[src/rtl/clock_pkg.sv]
// Shared widths, hour limits and load-value saturation for the time-of-day counter.
package clock_pkg;

  localparam int SEC_W     = 6;
  localparam int MIN_W     = 6;
  localparam int HR_W      = 5;
  localparam int HR_MAX_24 = 23;
  localparam int HR_MAX_12 = 12;

  // Clamp a load value to the largest legal count of its field.
  function automatic logic [5:0] saturate(input logic [5:0] value, input logic [5:0] max_val);
    return (value > max_val) ? max_val : value;
  endfunction

endpackage

[src/rtl/mod_counter.sv]
// Generic modulo counter: counts MIN_VAL..MAX_VAL, synchronous load wins over enable,
// and flags the cycle in which an enabled count wraps from MAX_VAL back to MIN_VAL.
module mod_counter #(
  parameter int             W       = 6,
  parameter logic [W-1:0]   MIN_VAL = '0,
  parameter logic [W-1:0]   MAX_VAL = W'(59),
  parameter logic [W-1:0]   RST_VAL = '0
) (
  input  logic         clk,
  input  logic         rst,
  input  logic         en,
  input  logic         load,
  input  logic [W-1:0] load_val,
  output logic [W-1:0] count,
  output logic         wrap
);

  logic [W-1:0] count_q;
  logic [W-1:0] count_d;

  // Next count: load has priority, otherwise step with wrap back to the lowest value.
  always_comb begin
    count_d = count_q;
    wrap    = 1'b0;
    if (load) begin
      count_d = load_val;
    end else if (en) begin
      if (count_q == MAX_VAL) begin
        count_d = MIN_VAL;
        wrap    = 1'b1;
      end else begin
        count_d = count_q + W'(1);
      end
    end
  end

  // Count register, asynchronously cleared to its reset value.
  always_ff @(posedge clk or negedge rst) begin
    if (!rst) begin
      count_q <= RST_VAL;
    end else begin
      count_q <= count_d;
    end
  end

  assign count = count_q;

endmodule

[src/rtl/time_of_day_counter.sv]
// Seconds/minutes/hours time-of-day counter with tick divider, set mode,
// 12h/24h hours and registered rollover pulses.
module time_of_day_counter
  import clock_pkg::*;
#(
  parameter bit MODE_24H = 1'b1,
  parameter int TICK_DIV = 1,
  parameter int SEC_MOD  = 60,
  parameter int MIN_MOD  = 60
) (
  input  logic            clk,
  input  logic            rst,
  input  logic            tick,
  input  logic            set,
  input  logic [SEC_W-1:0] set_sec,
  input  logic [MIN_W-1:0] set_min,
  input  logic [HR_W-1:0]  set_hr,
  input  logic            set_pm,
  output logic [SEC_W-1:0] seconds,
  output logic [MIN_W-1:0] minutes,
  output logic [HR_W-1:0]  hours,
  output logic            pm,
  output logic            min_pulse,
  output logic            hr_pulse,
  output logic            day_pulse
);

  localparam int              DIV_W    = 10;
  localparam logic [DIV_W-1:0] DIV_LAST = DIV_W'(TICK_DIV - 1);
  localparam logic [SEC_W-1:0] SEC_LAST = SEC_W'(SEC_MOD - 1);
  localparam logic [MIN_W-1:0] MIN_LAST = MIN_W'(MIN_MOD - 1);
  localparam logic [HR_W-1:0]  HR_FIRST = MODE_24H ? HR_W'(0) : HR_W'(1);
  localparam logic [HR_W-1:0]  HR_LAST  = MODE_24H ? HR_W'(HR_MAX_24) : HR_W'(HR_MAX_12);
  localparam logic [HR_W-1:0]  HR_RST   = MODE_24H ? HR_W'(0) : HR_W'(HR_MAX_12);
  localparam logic [HR_W-1:0]  HR_ELEVEN = HR_W'(11);

  logic [DIV_W-1:0] div_q, div_d;
  logic             advance;
  logic [SEC_W-1:0] sec_ld;
  logic [MIN_W-1:0] min_ld;
  logic [HR_W-1:0]  hr_ld;
  logic             sec_wrap, min_wrap, hr_wrap;
  logic             pm_q, pm_d;
  logic             min_pulse_q, min_pulse_d;
  logic             hr_pulse_q, hr_pulse_d;
  logic             day_pulse_q, day_pulse_d;
  logic             pm_turn;

  // Tick divider: only the TICK_DIV-th tick since the last advance (or set) advances time.
  always_comb begin
    div_d   = div_q;
    advance = 1'b0;
    if (set) begin
      div_d = '0;
    end else if (tick) begin
      if (div_q == DIV_LAST) begin
        div_d   = '0;
        advance = 1'b1;
      end else begin
        div_d = div_q + DIV_W'(1);
      end
    end
  end

  // Divider register.
  always_ff @(posedge clk or negedge rst) begin
    if (!rst) begin
      div_q <= '0;
    end else begin
      div_q <= div_d;
    end
  end

  // Load values clamped into the legal range of each field.
  always_comb begin
    sec_ld = saturate(set_sec, SEC_LAST);
    min_ld = saturate(set_min, MIN_LAST);
    hr_ld  = set_hr;
    if (MODE_24H) begin
      hr_ld = HR_W'(saturate({1'b0, set_hr}, 6'(HR_MAX_24)));
    end else if ((set_hr == '0) || (set_hr > HR_W'(HR_MAX_12))) begin
      hr_ld = HR_W'(HR_MAX_12);
    end
  end

  mod_counter #(.W(SEC_W), .MIN_VAL('0), .MAX_VAL(SEC_LAST), .RST_VAL('0)) u_sec (
    .clk(clk), .rst(rst), .en(advance), .load(set), .load_val(sec_ld),
    .count(seconds), .wrap(sec_wrap)
  );

  mod_counter #(.W(MIN_W), .MIN_VAL('0), .MAX_VAL(MIN_LAST), .RST_VAL('0)) u_min (
    .clk(clk), .rst(rst), .en(sec_wrap), .load(set), .load_val(min_ld),
    .count(minutes), .wrap(min_wrap)
  );

  // In 12h mode the hours counter runs 1..12 and wraps 12->1; the 11->12 step is handled below.
  mod_counter #(.W(HR_W), .MIN_VAL(HR_FIRST), .MAX_VAL(HR_LAST), .RST_VAL(HR_RST)) u_hr (
    .clk(clk), .rst(rst), .en(min_wrap), .load(set), .load_val(hr_ld),
    .count(hours), .wrap(hr_wrap)
  );

  // Next pm flag and rollover pulses; 11->12 in 12h mode flips am/pm, and PM->AM ends the day.
  always_comb begin
    pm_turn     = !MODE_24H && min_wrap && (hours == HR_ELEVEN);
    pm_d        = pm_q;
    min_pulse_d = sec_wrap;
    hr_pulse_d  = min_wrap;
    day_pulse_d = MODE_24H ? hr_wrap : (pm_turn && pm_q);
    if (set) begin
      pm_d = MODE_24H ? 1'b0 : set_pm;
    end else if (pm_turn) begin
      pm_d = ~pm_q;
    end
  end

  // pm and pulse registers, aligned with the counter update they describe.
  always_ff @(posedge clk or negedge rst) begin
    if (!rst) begin
      pm_q        <= 1'b0;
      min_pulse_q <= 1'b0;
      hr_pulse_q  <= 1'b0;
      day_pulse_q <= 1'b0;
    end else begin
      pm_q        <= pm_d;
      min_pulse_q <= min_pulse_d;
      hr_pulse_q  <= hr_pulse_d;
      day_pulse_q <= day_pulse_d;
    end
  end

  assign pm        = pm_q;
  assign min_pulse = min_pulse_q;
  assign hr_pulse  = hr_pulse_q;
  assign day_pulse = day_pulse_q;

endmodule

[config.mk]
export PLATFORM = sky130hd
export DESIGN_NAME = time_of_day_counter
export DESIGN_NICKNAME = d
export VERILOG_FILES = /design/src/rtl/clock_pkg.sv /design/src/rtl/mod_counter.sv /design/src/rtl/time_of_day_counter.sv
export SDC_FILE = /design/constraint.sdc
export NUM_CORES = 1
export LEC_CHECK = 0
export BUFFER_PORTS_ARGS = -buffer_cell sky130_fd_sc_hd__buf_2
export CORE_MARGIN = 3
export CORE_UTILIZATION = 48
export DETAILED_ROUTE_END_ITERATION = 10
export PLACE_DENSITY = 0.75
export SLEW_MARGIN = 10
export SYNTH_ARGS = -nofsm -noshare
export SYNTH_HDL_FRONTEND = slang
export SYNTH_SLANG_ARGS = --single-unit
[constraint.sdc]
create_clock -name clk -period 2.5 [get_ports clk]
set_clock_uncertainty 0.05 [all_clocks]
set_input_delay 0.125 -clock clk [delete_from_list [all_inputs] [get_ports clk]]
set_output_delay 0.125 -clock clk [all_outputs]
set_load 0.005 [all_outputs]
==> impl_metrics.env, run 1 <==
export IMPL_status="complete, no violations"
export IMPL_ff2ff_path_depth=6
export IMPL_hold_violations=0
export IMPL_wirelength_um=4591
export IMPL_gp_congestion=0.8839
export IMPL_use_met3_pct=7.321
export IMPL_grt_busiest_layer="met2"
export IMPL_grt_pass1_vias=1659
export IMPL_netlist_top_cells_count="dfrtp_1, nand2_1, nor3_1"
export IMPL_worstReg2RegEnd="u_min.count[3]$_DFFE_PN0P_"
export IMPL_diodes=0
export IMPL_cts_tree="done"
export IMPL_start_kind="register"
export IMPL_power_density_nw_per_um2=525.0
export IMPL_layout_cells_non_filler=302
export IMPL_clock_sinks=30
export IMPL_setup_violations=0
export IMPL_clk_path_buf_depth=2
export IMPL_nNetsFinal=283
export IMPL_rsz0062_at_grt="no"
export IMPL_yosysMostFrequentCell="dfrtp_1"
export IMPL_relSlewSlack_pct=55.15
export IMPL_cts_max_level=2
export IMPL_antenna_found_initial=0
export IMPL_grt_max_degree=31
export IMPL_syn_avg_cell_area_sq_um=8.693
export IMPL_cellLeakagePower_nw=0.9890
export IMPL_layout_drive_gt1_share_pct=23.83
export IMPL_cts_root_buf="clkbuf_8"
export IMPL_worst_path_max_fanout=4
export IMPL_yosysSeqAreaShare_pct=41.12
export IMPL_start_util_pct=52.24
export IMPL_drtIter0Drc=138
export IMPL_min_to="u_sec.count[5]$_DFFE_PN0P_"
export IMPL_worst_pin_slew_ns=0.6728
export IMPL_min_from="set_sec[5]"
export IMPL_cts_buffers=5
export IMPL_peakVddDrop_uv=283.8
export IMPL_async_flop_share_pct=100.0
export IMPL_finalCritPeriodShare_pct=94.89
export IMPL_finalMaxSlewViolations=0
export IMPL_worst_ep_required_time_ns=2.66
export IMPL_fp_dieH_um=67.67
export IMPL_layout_min_cycle_time_ns=2.372
export IMPL_use_met2_pct=32.81
export IMPL_synth_area_sq_um=1826
export IMPL_core_area_sq_um=3495
export IMPL_netlist_top_cells_area="dfrtp_1, nor3_1, nand3_1, nand2_1, ha_1"
export IMPL_synth_edff_count=0
export IMPL_clk_latency_ns=0.29
export IMPL_hp_class="in -> reg"
export IMPL_io_pins=43
export IMPL_drc=0
export IMPL_rr_startpoint="div_q[0]$_DFFE_PN0P_"
export IMPL_wl_per_cell_um=15.20
export IMPL_dieArea_sq_um=4579
export IMPL_yosys_area_top_type_share_pct=41.12
export IMPL_syn_to_final_growth_pct=22.14
export IMPL_ys_types=48
export IMPL_critical_path_arrival_ns=2.53
export IMPL_ant_nets=0
export IMPL_grt_overflow_total=0
export IMPL_ys_warn_count=0
export IMPL_max_cap_violations=0
export IMPL_path_clk_slew_ns=0.06
export IMPL_hpwl_um=3227
export IMPL_first_pass_iters=6
export IMPL_met1_usage_pct=29.66
export IMPL_rows=21
export IMPL_viasPerCell=5.947
export IMPL_synth_seq_cells=30
export IMPL_criticalPathCategory="reg -> reg"
export IMPL_grtUsageTotal_pct=22.06
export IMPL_setup_tns_final_ns=0
export IMPL_max_freq_ghz=0.4216
export IMPL_hold_depth=3
export IMPL_dp_cells=294
export IMPL_grt_pass1_wl_um=7569
export IMPL_io_buffers=40
export IMPL_fillers=311
export IMPL_yosys_area_top_type="dfrtp_1"
export IMPL_die_w_um=67.67
export IMPL_num_vias=1796
export IMPL_yosys_most_used_dff="dfrtp_1"
export IMPL_syn_nets=237
export IMPL_rrSetupSlack_ns=0.13
export IMPL_synth_cells=210
export IMPL_endpoint_kind="register"
[layout by cell type (no fill, tap or decap), drive strengths merged, types with 4 or more instances in the layout]
cell,instances
a21oi,8
a31oi,5
and3,4
buf,53
clkbuf,7
dfrtp,30
ha,5
inv,7
nand2,19
nand3,16
nand4,9
nor2,15
nor3,19
o21ai,4
or4,4
xnor2,6
[timing repair]
item	4_1_cts	5_1_grt
setup buffers	0	0
endpoints found under the hold margin	30	0
hold buffers	1	0
endpoints found under the setup margin	0	3
gates resized for setup	0	1
[logic make-up after synthesis]
logic type      count (synthesis)  synth area share [%]
simple gates                  101                 29.27
xor+xnor                        9                 4.318
fa+ha+maj                       5                 3.427
compound gates                 42                 16.79
buf+inv                        22                 4.867
flops                          30                 41.12
other cells                     1                0.2054
[final cells by class]
class / instances / area [sq um] / share of cell area [%]
Sequential cell: 30 / 750.7 / 33.67
Inverter: 7 / 26.28 / 1.178
Tap cell: 46 / 57.56 / 2.581
Clock buffer: 7 / 76.32 / 3.423
Multi-Input combinational cell: 158 / 998.5 / 44.78
Timing Repair Buffer: 54 / 320.3 / 14.37
[flip-flops by register name, indices dropped and copies added (netlist names)]
| name | flops |
|---|---|
| hr_pulse | 1 |
| u_hr.count | 5 |
| day_pulse | 1 |
| u_min.count | 6 |
| min_pulse | 1 |
| div_q | 10 |
| u_sec.count | 6 |
[worst max-delay path, stage by stage, from the launching register on]
cell and delay [ns]:
dfrtp_1 0.38, inv_1 0.06, ha_1 0.13, or4b_4 0.45
or4_4 0.52, or4_1 0.51, a32oi_1 0.20
[worst max-delay path by stage]
stage | startpoint | end | slack, ns | depth (start not counted)
floorplan | div_q[0]$_DFFE_PN0P_ | u_min.count[3]$_DFFE_PN0P_ | 0.04 | 7
global placement | div_q[0]$_DFFE_PN0P_ | u_min.count[3]$_DFFE_PN0P_ | 0.1 | 6
detailed placement | div_q[0]$_DFFE_PN0P_ | u_min.count[3]$_DFFE_PN0P_ | 0.09 | 6
CTS | div_q[0]$_DFFE_PN0P_ | u_min.count[3]$_DFFE_PN0P_ | 0.07 | 6
global route | div_q[0]$_DFFE_PN0P_ | u_sec.count[0]$_DFFE_PN0P_ | 0.05 | 7
finish | div_q[0]$_DFFE_PN0P_ | u_min.count[3]$_DFFE_PN0P_ | 0.13 | 6
[layer usage]
metal	wire length [um]	up-vias
li1	-	870
met1	2183	858
met2	2038	62
met3	306	6
met4	61	0
met5	0	-
[stage by stage]
step / instance area [sq um] / hold WS [ns] / setup WS [ns] / utilization [%] / total power, mW
6_report: 2230 / 0.02190 / 0.1278 / 63.80 / 1.171
5_1_grt: 2230 / 0.01145 / 0.05273 / 63.80 / 1.234
4_1_cts: 2226 / 0.02438 / 0.06784 / 63.70 / 1.172
3_5_place_dp: 2140 / 0.1549 / 0.08539 / 61.22 / 0.8018
3_3_place_gp: 2140 / 0.1496 / 0.09840 / 61.22 / 0.7979
2_1_floorplan: 1826 / -0.2206 / 0.04139 / - / 0.6944
[power by group]
part	internal (mW)	total, mW	switching [mW]
clock	0.191	0.374	0.183
combinational	0.109	0.237	0.128
sequential	0.516	0.559	0.0427
Power figures use the tool's default switching activity.
==> inputs of run 2 (changes only) <==
RECOVER_POWER = 25   (was default)
==> run 2 against run 1 <==
Compared with the run above:
- power down 0.31%
- maximum frequency about the same
- core utilization down 0.18 points
- register-to-register slack about the same
- global-route usage unchanged
- first-iteration DRC count up 6.5%
- the run now ends with capacitance limit, slew limit left
- highest routed layer unchanged
- sequential power about the same
- via count up 0.45%
- die area unchanged
==> impl_metrics.env, run 2 (synthesis gave the netlist of run 1 again) <==
export IMPL_met2WireLength_um=2033
export IMPL_syn_to_final_growth_pct=21.80
export IMPL_layout_common_cells="buf_2, dfrtp_1, nor3_1, nand2_1, nand3_1"
export IMPL_wirelength_um=4567
export IMPL_cts_max_level=2
export IMPL_power_density_nw_per_um2=524.8
export IMPL_grt_pass1_vias=1659
export IMPL_max_freq_ghz=0.4220
export IMPL_cts_buffers=5
export IMPL_top_register="div_q"
export IMPL_wl_per_cell_um=15.12
export IMPL_peakVddDrop_uv=283.9
export IMPL_criticalPathCategory="reg -> reg"
export IMPL_diodes=0
export IMPL_antenna_found_initial=0
export IMPL_rows=21
export IMPL_io_buffers=40
export IMPL_worst_ep_required_time_ns=2.66
export IMPL_endpoint_kind="register"
export IMPL_io_pins=43
export IMPL_ant_nets=0
export IMPL_grtUsageTotal_pct=22.06
export IMPL_finalCritPeriodShare_pct=94.80
export IMPL_finalPower_mw=1.167
export IMPL_max_cap_violations=1
export IMPL_hold_violations=0
export IMPL_core_area_sq_um=3495
export IMPL_crit_chain="inv_1 -> ha_1 -> or4b_4 -> or4_4 -> or4_1 -> a32oi_1"
export IMPL_clock_sinks=30
export IMPL_crit_slowest_cell="or4_4"
export IMPL_grt_pass1_wl_um=7569
export IMPL_clk_path_buf_depth=2
export IMPL_start_util_pct=52.24
export IMPL_setup_violations=0
export IMPL_die_w_um=67.67
export IMPL_critical_path_arrival_ns=2.53
export IMPL_final_common_cell="buf_2"
export IMPL_layout_min_cycle_time_ns=2.370
export IMPL_wl_met3_um=305
export IMPL_rsz0062_at_grt="no"
export IMPL_gp_congestion=0.8839
export IMPL_cpPeakStageDelay_ns=0.52
export IMPL_path_clk_slew_ns=0.06
export IMPL_grt_overflow_total=0
export IMPL_violations="capacitance limit, slew limit"
export IMPL_status="finished, violations left"
export IMPL_grt_max_degree=31
export IMPL_relSlewSlack_pct=-7.932
export IMPL_layout_drive_gt1_share_pct=21.88
export IMPL_cellLeakagePower_nw=0.9700
export IMPL_wl_met1_um=2166
export IMPL_cts_tree="done"
export IMPL_setup_tns_final_ns=0
export IMPL_clk_latency_ns=0.29
export IMPL_start_kind="register"
export IMPL_viasPerCell=5.974
export IMPL_cts_root_buf="clkbuf_8"
export IMPL_worst_pin_slew_ns=1.619
export IMPL_fp_dieH_um=67.67
export IMPL_post_cts_buffers=0
export IMPL_finish_utilization_pct=63.62
export IMPL_finalMaxSlewViolations=31
export IMPL_drc=0
export IMPL_hp_class="in -> reg"
export IMPL_worst_path_max_fanout=4
export IMPL_hpwl_um=3227
export IMPL_dieArea_sq_um=4579
export IMPL_holdWs_ns=0.02293
export IMPL_fillers=313
export IMPL_highest_layer="met4"
export IMPL_num_vias=1804
export IMPL_drtIter0Drc=147
export IMPL_first_pass_iters=5
export IMPL_largest_reg_flops=10
export IMPL_nNetsFinal=283
==> run 2: final cells by class <==
class                           instances  area (sq um)  share of cell area (%)
Inverter                                7         26.28                   1.182
Timing Repair Buffer                   54         314.1                   14.12
Clock buffer                            7         76.32                   3.433
Multi-Input combinational cell        158         998.5                   44.91
Sequential cell                        30         750.7                   33.76
Tap cell                               46         57.56                   2.589
==> run 2: report_power, final <==
group / leakage, nW / switching, mW / internal [mW]
combinational: 0.555 / 0.128 / 0.109
sequential: 0.377 / 0.0429 / 0.516
clock: 0.0383 / 0.180 / 0.191
total: 0.970 / 0.350 / 0.816
==> run 2: metrics by stage <==
step / cell area, sq um / std cells / setup slack [ns]
after floorplan: 1826 / 210 / 0.04139
after global placement: 2140 / 294 / 0.09840
after detailed placement: 2140 / 294 / 0.08539
after CTS: 2226 / 302 / 0.06784
after global routing: 2223 / 302 / 0.05273
final: 2223 / 302 / 0.1301
==> run 2: repair_timing <==
action,CTS,global route
hold buffers,1,0
setup endpoints to repair,0,3
hold endpoints to repair,30,0
gates resized for setup,0,1
==> run 2: worst max-delay path, delay by kind of cell, from the launching register on <==
family | cells | cell delay (ns)
simple gates | 3 | 1.48
buf+inv | 1 | 0.06
flops | 1 | 0.38
fa+ha+maj | 1 | 0.13
compound gates | 1 | 0.20
==> run 2: final timing paths <==
path	start	end	slack [ns]	depth (start not counted)
min in group asynchronous	rst	min_pulse$_DFF_PN0_	0.74	2
worst min-delay path	set_sec[5]	u_sec.count[5]$_DFFE_PN0P_	0.02	3
worst max register to register	div_q[0]$_DFFE_PN0P_	u_min.count[3]$_DFFE_PN0P_	0.13	6
worst min register to register	div_q[9]$_DFFE_PN0P_	div_q[9]$_DFFE_PN0P_	0.54	2
worst max-delay path	div_q[0]$_DFFE_PN0P_	u_min.count[3]$_DFFE_PN0P_	0.13	6
max in group asynchronous	rst	u_sec.count[4]$_DFFE_PN0P_	0.73	2
==> run 2: metal layers <==
layer / up-vias / GRT usage (%)
met5: - / 0
met4: 0 / 8.101
met3: 6 / 7.321
met2: 63 / 32.81
met1: 866 / 29.66
li1: 869 / -
